File: config.mk
export PLATFORM = sky130hd
export DESIGN_NAME = tt_sel_driver_flat
export DESIGN_NICKNAME = d
export VERILOG_FILES = /design/src/rtl/tt_sel_driver_if.sv /design/src/rtl/tt_sel_driver.sv /design/src/flat_wrapper.sv
export SDC_FILE = /design/constraint.sdc
export NUM_CORES = 1
export LEC_CHECK = 0
export ABC_CLOCK_PERIOD_IN_PS = 2300
export CORE_ASPECT_RATIO = 1.2
export CORE_UTILIZATION = 37
export DETAILED_ROUTE_END_ITERATION = 6
export GPL_TIMING_DRIVEN = 0
export PLACE_DENSITY_LB_ADDON = 0.05
export SLEW_MARGIN = 20
export SYNTH_ARGS = -nofsm -noshare
export SYNTH_HDL_FRONTEND = slang
export SYNTH_SLANG_ARGS = --single-unit
File: constraint.sdc
create_clock -name clk -period 2.3 [get_ports clk]
set_input_delay 0.23 -clock clk [delete_from_list [all_inputs] [get_ports clk]]
set_output_delay 0.23 -clock clk [all_outputs]
set_load 0.01 [all_outputs]
File: src/rtl/tt_sel_driver_if.sv
// tt_sel_driver_if: request handshake, status and select-pad signals of tt_sel_driver.
interface tt_sel_driver_if #(
   parameter int ADDR_W = 10
);
   logic              req_valid;
   logic              req_ready;
   logic [ADDR_W-1:0] req_addr;
   logic              req_ena;
   logic              busy;
   logic              done;
   logic              ctrl_sel_rst_n;
   logic              ctrl_sel_inc;
   logic              ctrl_ena;
   modport master (
      output req_valid, req_addr, req_ena,
      input  req_ready, busy, done, ctrl_sel_rst_n, ctrl_sel_inc, ctrl_ena
   );
   modport slave (
      input  req_valid, req_addr, req_ena,
      output req_ready, busy, done, ctrl_sel_rst_n, ctrl_sel_inc, ctrl_ena
   );
endinterface

File: src/rtl/tt_sel_driver.sv
// tt_sel_driver: drives the design-select pads through disable, counter reset,
// N increment pulses and optional enable; every pad output is registered.
module tt_sel_driver #(
   parameter int ADDR_W    = 10,
   parameter int PULSE_CYC = 4
) (
   input  logic           clk,
   input  logic           rst,
   tt_sel_driver_if.slave bus
);
   localparam int TW = $clog2(PULSE_CYC + 1);
   typedef enum logic [2:0] {IDLE, DISABLE, SELRST, RELEASE, INC_HI, INC_LO, FINISH} state_t;
   state_t            r_state, w_state_n;
   logic [TW-1:0]     r_timer;
   logic [ADDR_W-1:0] r_cnt;
   logic              r_ena_lat, r_rst_n, r_inc, r_ena, r_done, r_busy, r_ready;
   logic              w_acc, w_tdone, w_rst_n, w_inc, w_ena, w_done, w_ready;
   assign w_acc   = bus.req_valid && (r_state == IDLE || r_state == FINISH);
   assign w_tdone = r_timer == '0;
   always_comb begin
      w_state_n = r_state;
      case (r_state)
         IDLE:    if (w_acc) w_state_n = DISABLE;
         DISABLE: if (w_tdone) w_state_n = SELRST;
         SELRST:  if (w_tdone) w_state_n = RELEASE;
         RELEASE: if (w_tdone) w_state_n = (r_cnt == '0) ? FINISH : INC_HI;
         INC_HI:  if (w_tdone) w_state_n = INC_LO;
         INC_LO:  if (w_tdone) w_state_n = (r_cnt == ADDR_W'(1)) ? FINISH : INC_HI;
         FINISH:  w_state_n = w_acc ? DISABLE : IDLE;
         default: w_state_n = IDLE;
      endcase
      // pads are registered from the next state so they change exactly on state edges
      w_rst_n = (w_state_n == SELRST) ? 1'b0 : (w_state_n == IDLE) ? r_rst_n : 1'b1;
      w_inc   = w_state_n == INC_HI;
      w_ena   = (w_state_n == FINISH) ? r_ena_lat : (w_state_n == IDLE) ? r_ena : 1'b0;
      w_done  = w_state_n == FINISH;
      w_ready = w_state_n == IDLE || w_state_n == FINISH;
   end
   always_ff @(posedge clk or posedge rst) begin
      if (rst) begin
         r_state   <= IDLE;
         r_timer   <= '0;
         r_cnt     <= '0;
         r_ena_lat <= 1'b0;
         r_rst_n   <= 1'b0;
         r_inc     <= 1'b0;
         r_ena     <= 1'b0;
         r_done    <= 1'b0;
         r_busy    <= 1'b0;
         r_ready   <= 1'b1;
      end else begin
         r_state <= w_state_n;
         r_timer <= (w_state_n != r_state) ? TW'(PULSE_CYC - 1) : w_tdone ? r_timer : r_timer - TW'(1);
         if (w_acc) begin
            r_cnt     <= bus.req_addr;
            r_ena_lat <= bus.req_ena;
         end else if (r_state == INC_LO && w_tdone) begin
            r_cnt <= r_cnt - ADDR_W'(1);
         end
         r_rst_n <= w_rst_n;
         r_inc   <= w_inc;
         r_ena   <= w_ena;
         r_done  <= w_done;
         r_busy  <= !w_ready;
         r_ready <= w_ready;
      end
   end
   assign bus.req_ready      = r_ready;
   assign bus.busy           = r_busy;
   assign bus.done           = r_done;
   assign bus.ctrl_sel_rst_n = r_rst_n;
   assign bus.ctrl_sel_inc   = r_inc;
   assign bus.ctrl_ena       = r_ena;
endmodule

File: src/flat_wrapper.sv
// flat-port wrapper written by rule: the top's interface ports become plain ports
module tt_sel_driver_flat 
#(
   parameter int ADDR_W    = 10,
   parameter int PULSE_CYC = 4
)
  (clk, rst, bus_req_valid, bus_req_addr, bus_req_ena, bus_req_ready, bus_busy, bus_done, bus_ctrl_sel_rst_n, bus_ctrl_sel_inc, bus_ctrl_ena);
  tt_sel_driver_if #(.ADDR_W(ADDR_W)) bus_i ();
  input  logic clk;
  input  logic rst;
  input wire logic [$bits(bus_i.req_valid)-1:0] bus_req_valid;
  input wire logic [$bits(bus_i.req_addr)-1:0] bus_req_addr;
  input wire logic [$bits(bus_i.req_ena)-1:0] bus_req_ena;
  output wire logic [$bits(bus_i.req_ready)-1:0] bus_req_ready;
  output wire logic [$bits(bus_i.busy)-1:0] bus_busy;
  output wire logic [$bits(bus_i.done)-1:0] bus_done;
  output wire logic [$bits(bus_i.ctrl_sel_rst_n)-1:0] bus_ctrl_sel_rst_n;
  output wire logic [$bits(bus_i.ctrl_sel_inc)-1:0] bus_ctrl_sel_inc;
  output wire logic [$bits(bus_i.ctrl_ena)-1:0] bus_ctrl_ena;
  assign bus_i.req_valid = bus_req_valid;
  assign bus_i.req_addr = bus_req_addr;
  assign bus_i.req_ena = bus_req_ena;
  assign bus_req_ready = bus_i.req_ready;
  assign bus_busy = bus_i.busy;
  assign bus_done = bus_i.done;
  assign bus_ctrl_sel_rst_n = bus_i.ctrl_sel_rst_n;
  assign bus_ctrl_sel_inc = bus_i.ctrl_sel_inc;
  assign bus_ctrl_ena = bus_i.ctrl_ena;
  tt_sel_driver #(.ADDR_W(ADDR_W), .PULSE_CYC(PULSE_CYC)) u_core (.clk(clk), .rst(rst), .bus(bus_i));
endmodule
==> results of run 1 <==
==> routing by layer <==
metal | up-vias | part of all wire [%] | global-route usage [%]
li1 | 540 | - | -
met1 | 500 | 47 | 19.88
met2 | 18 | 50 | 27.91
met3 | 2 | 2.6 | 2.239
met4 | 0 | 0.30 | 3.963
met5 | - | 0 | 0
==> layout make-up <==
| type | count | area share [%] |
|---|---|---|
| buffer | 7 | 2.812 |
| clock buffer | 3 | 2.508 |
| clock inverter | 1 | 0.3040 |
| inverter | 10 | 2.280 |
| multi-input combinational | 100 | 42.71 |
| sequential | 23 | 35.03 |
| tap | 37 | 2.812 |
| timing repair buffer | 19 | 11.55 |
==> flip-flops by register name (all words and copies together) (netlist names) <==
| register | flops |
|---|---|
| u_core.bus.ctrl_sel_inc | 1 |
| u_core.r_cnt | 10 |
| u_core.bus.ctrl_ena | 1 |
| u_core.r_state | 3 |
| u_core.bus.req_ready | 1 |
| u_core.bus.done | 1 |
| u_core.bus.ctrl_sel_rst_n | 1 |
| u_core.r_ena_lat | 1 |
| u_core.bus.busy | 1 |
| u_core.r_timer | 3 |
==> cell usage after synthesis, drive strengths merged (2+ instances only) <==
cell / count
o211ai: 2
nor3: 3
a21oi: 4
a222oi: 2
dfrtp: 22
nand3: 3
buf: 4
a31oi: 4
xor2: 5
o22ai: 4
nand3b: 2
mux2i: 4
mux2: 2
nor2: 9
inv: 10
clkbuf: 3
o21ai: 9
nand4b: 2
nand2b: 4
or2: 2
ha: 5
nand2: 18
==> through the flow <==
step | hold slack (ns) | util [%] | setup slack [ns] | cells
finish | 0.4699 | 48.08 | 0.2523 | 200
global route | 0.5180 | 48.08 | 0.1337 | 200
CTS | 0.4895 | 48.08 | 0.2612 | 200
detailed placement | 0.4680 | 46.73 | 0.2932 | 196
global placement | 0.4631 | 46.73 | 0.2846 | 196
floorplan | 0.2312 | - | 0.4315 | 140
==> cells by family (layout without fill, tap and decap cells) <==
kind of cell,count (synthesis),in the layout,synth area share (%)
simple gates,52,52,22.11
flops,23,23,42.29
fa+ha+maj,5,5,4.587
compound gates,31,31,15.87
buf+inv,17,40,6.147
mux,6,6,5.138
xor+xnor,6,6,3.853
==> placed cells by master (no fill, tap or decap), types with 2 or more instances in the layout <==
| cell | netlist | routed |
|---|---|---|
| sky130_fd_sc_hd__inv_1 | 10 | 10 |
| sky130_fd_sc_hd__a31oi_1 | 4 | 4 |
| sky130_fd_sc_hd__nand3_1 | 3 | 3 |
| sky130_fd_sc_hd__or2_2 | 2 | 2 |
| sky130_fd_sc_hd__nor2_1 | 9 | 9 |
| sky130_fd_sc_hd__mux2_4 | 2 | 2 |
| sky130_fd_sc_hd__o211ai_1 | 2 | 2 |
| sky130_fd_sc_hd__xor2_1 | 5 | 5 |
| sky130_fd_sc_hd__mux2i_1 | 4 | 4 |
| sky130_fd_sc_hd__nand2b_1 | 3 | 3 |
| sky130_fd_sc_hd__buf_6 | 2 | 2 |
| sky130_fd_sc_hd__a222oi_1 | 2 | 2 |
| sky130_fd_sc_hd__clkdlybuf4s50_1 | 0 | 19 |
| sky130_fd_sc_hd__o22ai_1 | 3 | 3 |
| sky130_fd_sc_hd__a21oi_1 | 4 | 4 |
| sky130_fd_sc_hd__nor3_1 | 3 | 3 |
| sky130_fd_sc_hd__clkbuf_1 | 3 | 3 |
| sky130_fd_sc_hd__nand4b_1 | 2 | 2 |
| sky130_fd_sc_hd__ha_1 | 5 | 5 |
| sky130_fd_sc_hd__o21ai_0 | 9 | 9 |
| sky130_fd_sc_hd__clkbuf_8 | 0 | 3 |
| sky130_fd_sc_hd__dfrtp_1 | 22 | 22 |
| sky130_fd_sc_hd__nand2_1 | 17 | 17 |
==> how the worst min path moves through the flow <==
stage                                            to  cells past startpoint  slack (ns)
after floorplan                     u_core.bus.busy                      1        0.23
after global placement    u_core.bus.ctrl_sel_rst_n                      1        0.46
after detailed placement           u_core.r_ena_lat                      2        0.47
after CTS                          u_core.r_ena_lat                      2        0.49
after global routing               u_core.r_ena_lat                      2        0.52
final                               u_core.r_cnt[7]                      2        0.47
==> worst reg2reg max path, stage by stage, from the launching register on <==
cell                      delay, ns
sky130_fd_sc_hd__dfrtp_1       0.36
sky130_fd_sc_hd__inv_1         0.10
sky130_fd_sc_hd__ha_1          0.25
sky130_fd_sc_hd__and2b_1       0.28
sky130_fd_sc_hd__o41ai_1       0.14
sky130_fd_sc_hd__a32oi_2       0.46
sky130_fd_sc_hd__mux2_4        0.34
==> where the power goes <==
part	switching, mW	total [mW]	leakage (nW)	internal [mW]
Combinational	0.0128	0.0332	0.408	0.0205
Sequential	0	0.404	0.251	0.404
Clock	0.126	0.247	0.0255	0.121
Total	0.139	0.684	0.685	0.545
==> impl_summary.md, run 1 <==
Status
The flow ran to the end, but the final reports show violations. The checks that failed: design-rule violations.

Clocking
The latest clock arrival within the worst-skew pair is 0.26 ns. The clock input transition at the sequential cells of the worst setup and hold paths is about 0.08 ns. In this run the post-CTS setup repair buffer count came out at 0. The number of gates resized after CTS was 0. The cell at the root of the clock tree is sky130_fd_sc_hd__clkbuf_8. The maximum count of clock buffers along a single path is 2.

CTS built an H-tree with a depth of 1. The tree built by TritonCTS fans out to 23 sinks. After clock tree synthesis, the flow added hold-fix buffers numbering 0. The number of buffers created by CTS is 3. The clock tree from TritonCTS is yes.

Critical path
Data on the critical path is required at its endpoint by about 2.5 ns. The critical path capture point is u_core.bus.busy. The kind of cell adding the most delay to the critical path is compound AO/OA/AOI/OAI gates. The maximum fanout along the worst path is 7. The depth of the worst register-to-register path is 6. The source of the worst register-to-register timing path is u_core.r_timer[0]. For this run, the slowest stage of the critical path takes 0.46 ns. The worst setup path is launched from a flip-flop.

The critical path startpoint is u_core.r_timer[0]. The setup path with the least slack is of type reg -> reg. The number of buffers and inverters on the critical path is 1. The number of cells on the critical path is 6. In this run the critical register-to-register path is captured at u_core.bus.busy. The critical path goes through inv_1 > ha_1 > and2b_1 > o41ai_1 > a32oi_2 > mux2_4. The critical path arrival is around 2.2 ns. For this design, the slowest cell found on the critical path is sky130_fd_sc_hd__a32oi_2.

The type of destination of the critical path is a flip-flop. The register-to-register setup slack is 0.25 ns.

Min path
The worst min-delay path class is in -> async.

Die
The overall die width is about 57 um. The die covers 0.003934 sq mm. The initialized floorplan defines 23 standard-cell rows. The die is 68.51 um tall. The initial cell density of the core is 39.82%. The core area is roughly 0.0034 sq mm. 20 I/O pins were placed.

Timing
The final setup TNS is 0 ns. Setup repair after global routing left no endpoint under its margin. The final count of pins violating max slew came to 0. The fmax is around 0.49 GHz. The worst path in the final design needs a cycle of 2.048 ns, including I/O delays and setup. The post-route clock skew is 0.004480 ns.

Headroom to the max-slew limit came out at 40.95%. The part of the cycle the worst path needs is 89.03%. The final-report hold violation count is 0.

The slew of the pin with the lowest slew margin is 0.8848 ns. Setup violations remaining at the end of the flow were counted as 0.

Detailed routing
The ratio of routed vias to standard cells is 5.300. The count of nets left with antenna violations once routing finished came out at 0. The final routed DRC violation total is 1. The routed design has around 2700 um of wire. The first detailed-routing pass took 7 iterations. In this run, the number of DRC markers left after iteration 0 of detailed routing was 37. The final route contains 1060 vias. After detailed routing, the average wire length per cell comes to 13.49 um.

Synth
The Yosys step of the flow raised 0 warnings. The async set-or-reset flop fraction in the synthesized netlist is 100.0%. The number of distinct library cells after synthesis is 45. After synthesis, the mean cell area works out to 9.741 sq um. The cell type with the largest total area after synthesis is sky130_fd_sc_hd__dfrtp_1. The area share of the leading cell type in the synthesized netlist is 40.37%. The count of flip-flops with a built-in enable after synthesis is 0.

By area the synthesized netlist is led by sky130_fd_sc_hd__dfrtp_1, sky130_fd_sc_hd__nand2_1, sky130_fd_sc_hd__ha_1, sky130_fd_sc_hd__o21ai_0, sky130_fd_sc_hd__xor2_1. The post-synth net total is roughly 160. For this run, the leading register cell type out of synthesis is sky130_fd_sc_hd__dfrtp_1. The number of standard cells after synthesis is 140. The sequential area share after synthesis is between 40% and 50%. The post-synthesis instance area is 0.001364 sq mm. The synthesis-stage register bit count is 23.

GRT
Across every metal layer, demand over resource in global routing totals 15.62%. Entering global routing, the biggest net connects 24 pins. The first global-routing pass estimated 4754 um of wire.

The number of antenna violations at the first check in global routing was 0. The global route total overflow is 0. The via count of the first global-routing pass was ~1000.

Placed design
The final weighted congestion in routability-driven placement is 0.7721. In this run the cell area measured after placement is 0.001600 sq mm. Detailed placement ended at an HPWL of 1971 um.

The number of input and output port buffers inserted is 19.

Run
The tool flagged a number of max-cap violations equal to 0.

Final layout
The area growth from synthesis to layout is 20.73%. Across the whole layout, storage elements account for 576.8 sq um. The final-layout fill cell count is 338. The post-route cell area is 0.001647 sq mm. For this run, the post-layout net count is 183.

The share of cells above drive strength 1 is approximately an eighth. 0 antenna diodes ended up in the layout. The multi-input combinational cells in the finished layout cover a total of 703.2 sq um.

Power
The final total power is 0.6844 mW. The power per unit of standard cell area is 415.6 mW/mm^2. The analysis attributes to cell leakage a power of 0.6845 nW. The maximum ir drop on the vdd rail is 0.2496 mV.
Power figures use the tool's default switching activity.
==> inputs of run 2 (changes only) <==
- HOLD_SLACK_MARGIN: not set -> 0.1
==> results of run 2 <==
No change in the layout: final DEF, timing and power equal those of run 1.
==> inputs of run 3 (changes only) <==
- CAP_MARGIN: not set -> 40
- PLACE_DENSITY: not set -> 0.64
- PLACE_DENSITY_LB_ADDON: 0.05 -> not set
==> impl_summary.md, run 3 (synthesized netlist as in run 1, its figures left out) <==
Status
The flow ran to the end, but the final reports show violations. The checks that failed: design-rule violations.

Timing
The fmax is 0.4912 GHz. The final-report hold violation count is 0. For the finished layout, the period the worst path requires is 2.036 ns. The worst relative slew slack is 69.33%. The total of endpoints with negative setup slack in the final report is 0. The final count of pins violating max slew is 0. The part of the cycle the worst path needs is 88.52%.

At the pin with the least slew margin, the transition time is 0.4595 ns. Setup repair after global routing left no endpoint under its margin. The worst hold slack across all endpoints is 0.2773 ns. For the final routed database, the setup TNS stands at 0 ns. Clock skew on the completed layout was measured at 0.002437 ns. Once routing completed, OpenROAD measured the worst setup slack at between 0.2 and 0.3 ns.

Final layout
The largest register by flop count is u_core.r_cnt. Leaving out fill and tap cells, the most frequent cells in the layout are sky130_fd_sc_hd__dfrtp_1, sky130_fd_sc_hd__clkdlybuf4s50_1, sky130_fd_sc_hd__nand2_1. The net count reported at finish is 184.

The final-layout fill cell count is 335. The share of cells above drive strength 1 is 13.41%. Once layout is done, the placed cells without fillers occupy 0.001662 sq mm. The library cell used most frequently in the layout, excluding fill and tap cells, is sky130_fd_sc_hd__dfrtp_1. In the final layout, the registers with the most flip-flops are u_core.r_cnt: 10 flops, u_core.r_state: 3 flops, u_core.r_timer: 3 flops. 0 antenna diodes ended up in the layout. Compared with the post-synthesis result, the final layout area differs by 21.83%. The register with the most flip-flops in the layout has 10 of them.

Clocking
TritonCTS built the clock tree. After clock tree synthesis, the setup repair step added 0 buffers. Buffers inserted during clock tree synthesis total 3. The depth of the CTS H-tree is 1. The clock passes through at most 2 buffers. The latest clock arrival within the worst-skew pair is 0.26 ns. The hold buffer count at CTS is 0.

The number of resized instances in the post-cts repair step is 0. The number of clock sinks is 23. After clock tree synthesis, the clock-pin slew on the worst setup and hold paths is 0.08 ns. The tree is rooted in a sky130_fd_sc_hd__clkbuf_8.

Die
The core region is 0.003425 sq mm. The floorplan has 23 rows. The floorplan step defined a die boundary enclosing 0.003934 sq mm.

The height of the chip is 68.51 um. The die is 57.42 um wide. The initial cell density of the core is ~40%. The count of boundary I/O pins is 20.

GRT
The global route total overflow is 0. The number of antenna violations at the first check in global routing is 0. The via count of the first global-routing pass is 1021.

The total track usage is 14.80%. The largest net degree at the start of global routing is 14. The global-route wire length before repair is 4491 um.

Run
The tool flagged a number of max-cap violations equal to 0.

Power
The power per unit of standard cell area is 412.3 mW/mm^2. IR analysis of the VDD net gives a maximum drop of roughly 0.27 mV. Summed over all cells, the static leakage comes to 0.6920 nW.

Detailed routing
The first detailed-routing pass ran for 6 iterations. After detailed routing, the average wire length per cell comes to 12.77 um. The remaining number of nets flagged by the antenna check after routing is 0.

In this run, the number of DRC markers left after iteration 0 of detailed routing was 59. The total number of vias is 1085. The final routed wirelength across all metal layers is 2567 um. The ratio of routed vias to standard cells is 5.398. After detailed routing, the number of remaining DRC violations is 1.

Placed design
Summing all placed instances gives a cell area of 0.001615 sq mm. During placement, the flow inserted port buffers numbering 19. At the end of routability-driven placement, the weighted congestion stood at 0.8233.

At the placement stage, the worst setup path has a slack of 0.2427 ns. The detailed-placement wirelength estimate is around 2000 um.

Critical path
Data on the critical path arrives at its endpoint at 2.18 ns. The depth of the worst register-to-register path is 6. The register-to-register setup slack is 0.26 ns. The category of the critical setup timing path is reg -> reg.

The worst setup path is captured at a flip-flop. The source of the worst register-to-register timing path is u_core.r_timer[0]. The worst register-to-register path ends at u_core.bus.busy. The sort of element at the start of the critical path is a flip-flop. The maximum fanout along the worst path is 7. Data on the critical path is required at its endpoint by about 2.5 ns.

Min path
The worst min-delay path class is in -> async.
==> run 3: changes by cell type in the layout (fill, tap and decap cells not counted) <==
cell                    before  now
sky130_fd_sc_hd__buf_8       0    1
==> run 3: worst max-delay path: stages (launching register included) <==
cell and delay [ns]:
sky130_fd_sc_hd__dfrtp_1 0.36, sky130_fd_sc_hd__inv_1 0.10, sky130_fd_sc_hd__ha_1 0.25, sky130_fd_sc_hd__and2b_1 0.29, sky130_fd_sc_hd__o41ai_1 0.14, sky130_fd_sc_hd__a32oi_2 0.43
sky130_fd_sc_hd__mux2_4 0.34
==> run 3: worst max path at each step <==
| stage | startpoint | end |
|---|---|---|
| 2_1_floorplan | u_core.r_timer[0] | u_core.bus.busy |
| 3_3_place_gp | u_core.r_timer[0] | u_core.bus.busy |
| 3_5_place_dp | u_core.r_timer[0] | u_core.bus.busy |
| 4_1_cts | u_core.r_timer[0] | u_core.bus.busy |
| 5_1_grt | u_core.r_timer[0] | u_core.bus.busy |
| 6_report | u_core.r_timer[0] | u_core.bus.busy |
==> run 3: power by group <==
| group | internal [mW] | switching, mW |
|---|---|---|
| clock network | 0.121 | 0.124 |
| registers | 0.404 | 0 |
| logic | 0.0228 | 0.0132 |
==> run 3: through the flow <==
stage | utilization (%) | instances | total power, mW
2_1_floorplan | - | 140 | 0.4203
3_3_place_gp | 46.73 | 196 | 0.4457
3_5_place_dp | 47.17 | 197 | 0.4491
4_1_cts | 48.52 | 201 | 0.7013
5_1_grt | 48.52 | 201 | 0.7190
6_report | 48.52 | 201 | 0.6851
==> run 3: layer usage <==
layer / share of wire [%] / wire length (um) / vias up / GRT usage [%]
met5: 0 / 0 / - / 0
met4: 0 / 0 / 0 / 3.659
met3: 3.1 / 79 / 0 / 2.239
met2: 51 / 1316 / 24 / 25.87
met1: 46 / 1171 / 523 / 19.27
li1: - / - / 538 / -
==> run 3: area by class of cell <==
cell class                      count  area [sq um]  share of cell area (%)
Sequential cell                    23         576.8                   34.71
Tap cell                           37         46.29                   2.786
Timing Repair Buffer               20         205.2                   12.35
Multi-Input combinational cell    100         703.2                   42.32
Clock inverter                      1         5.005                  0.3012
Clock buffer                        3         41.29                   2.485
Buffer                              7         46.29                   2.786
Inverter                           10         37.54                   2.259
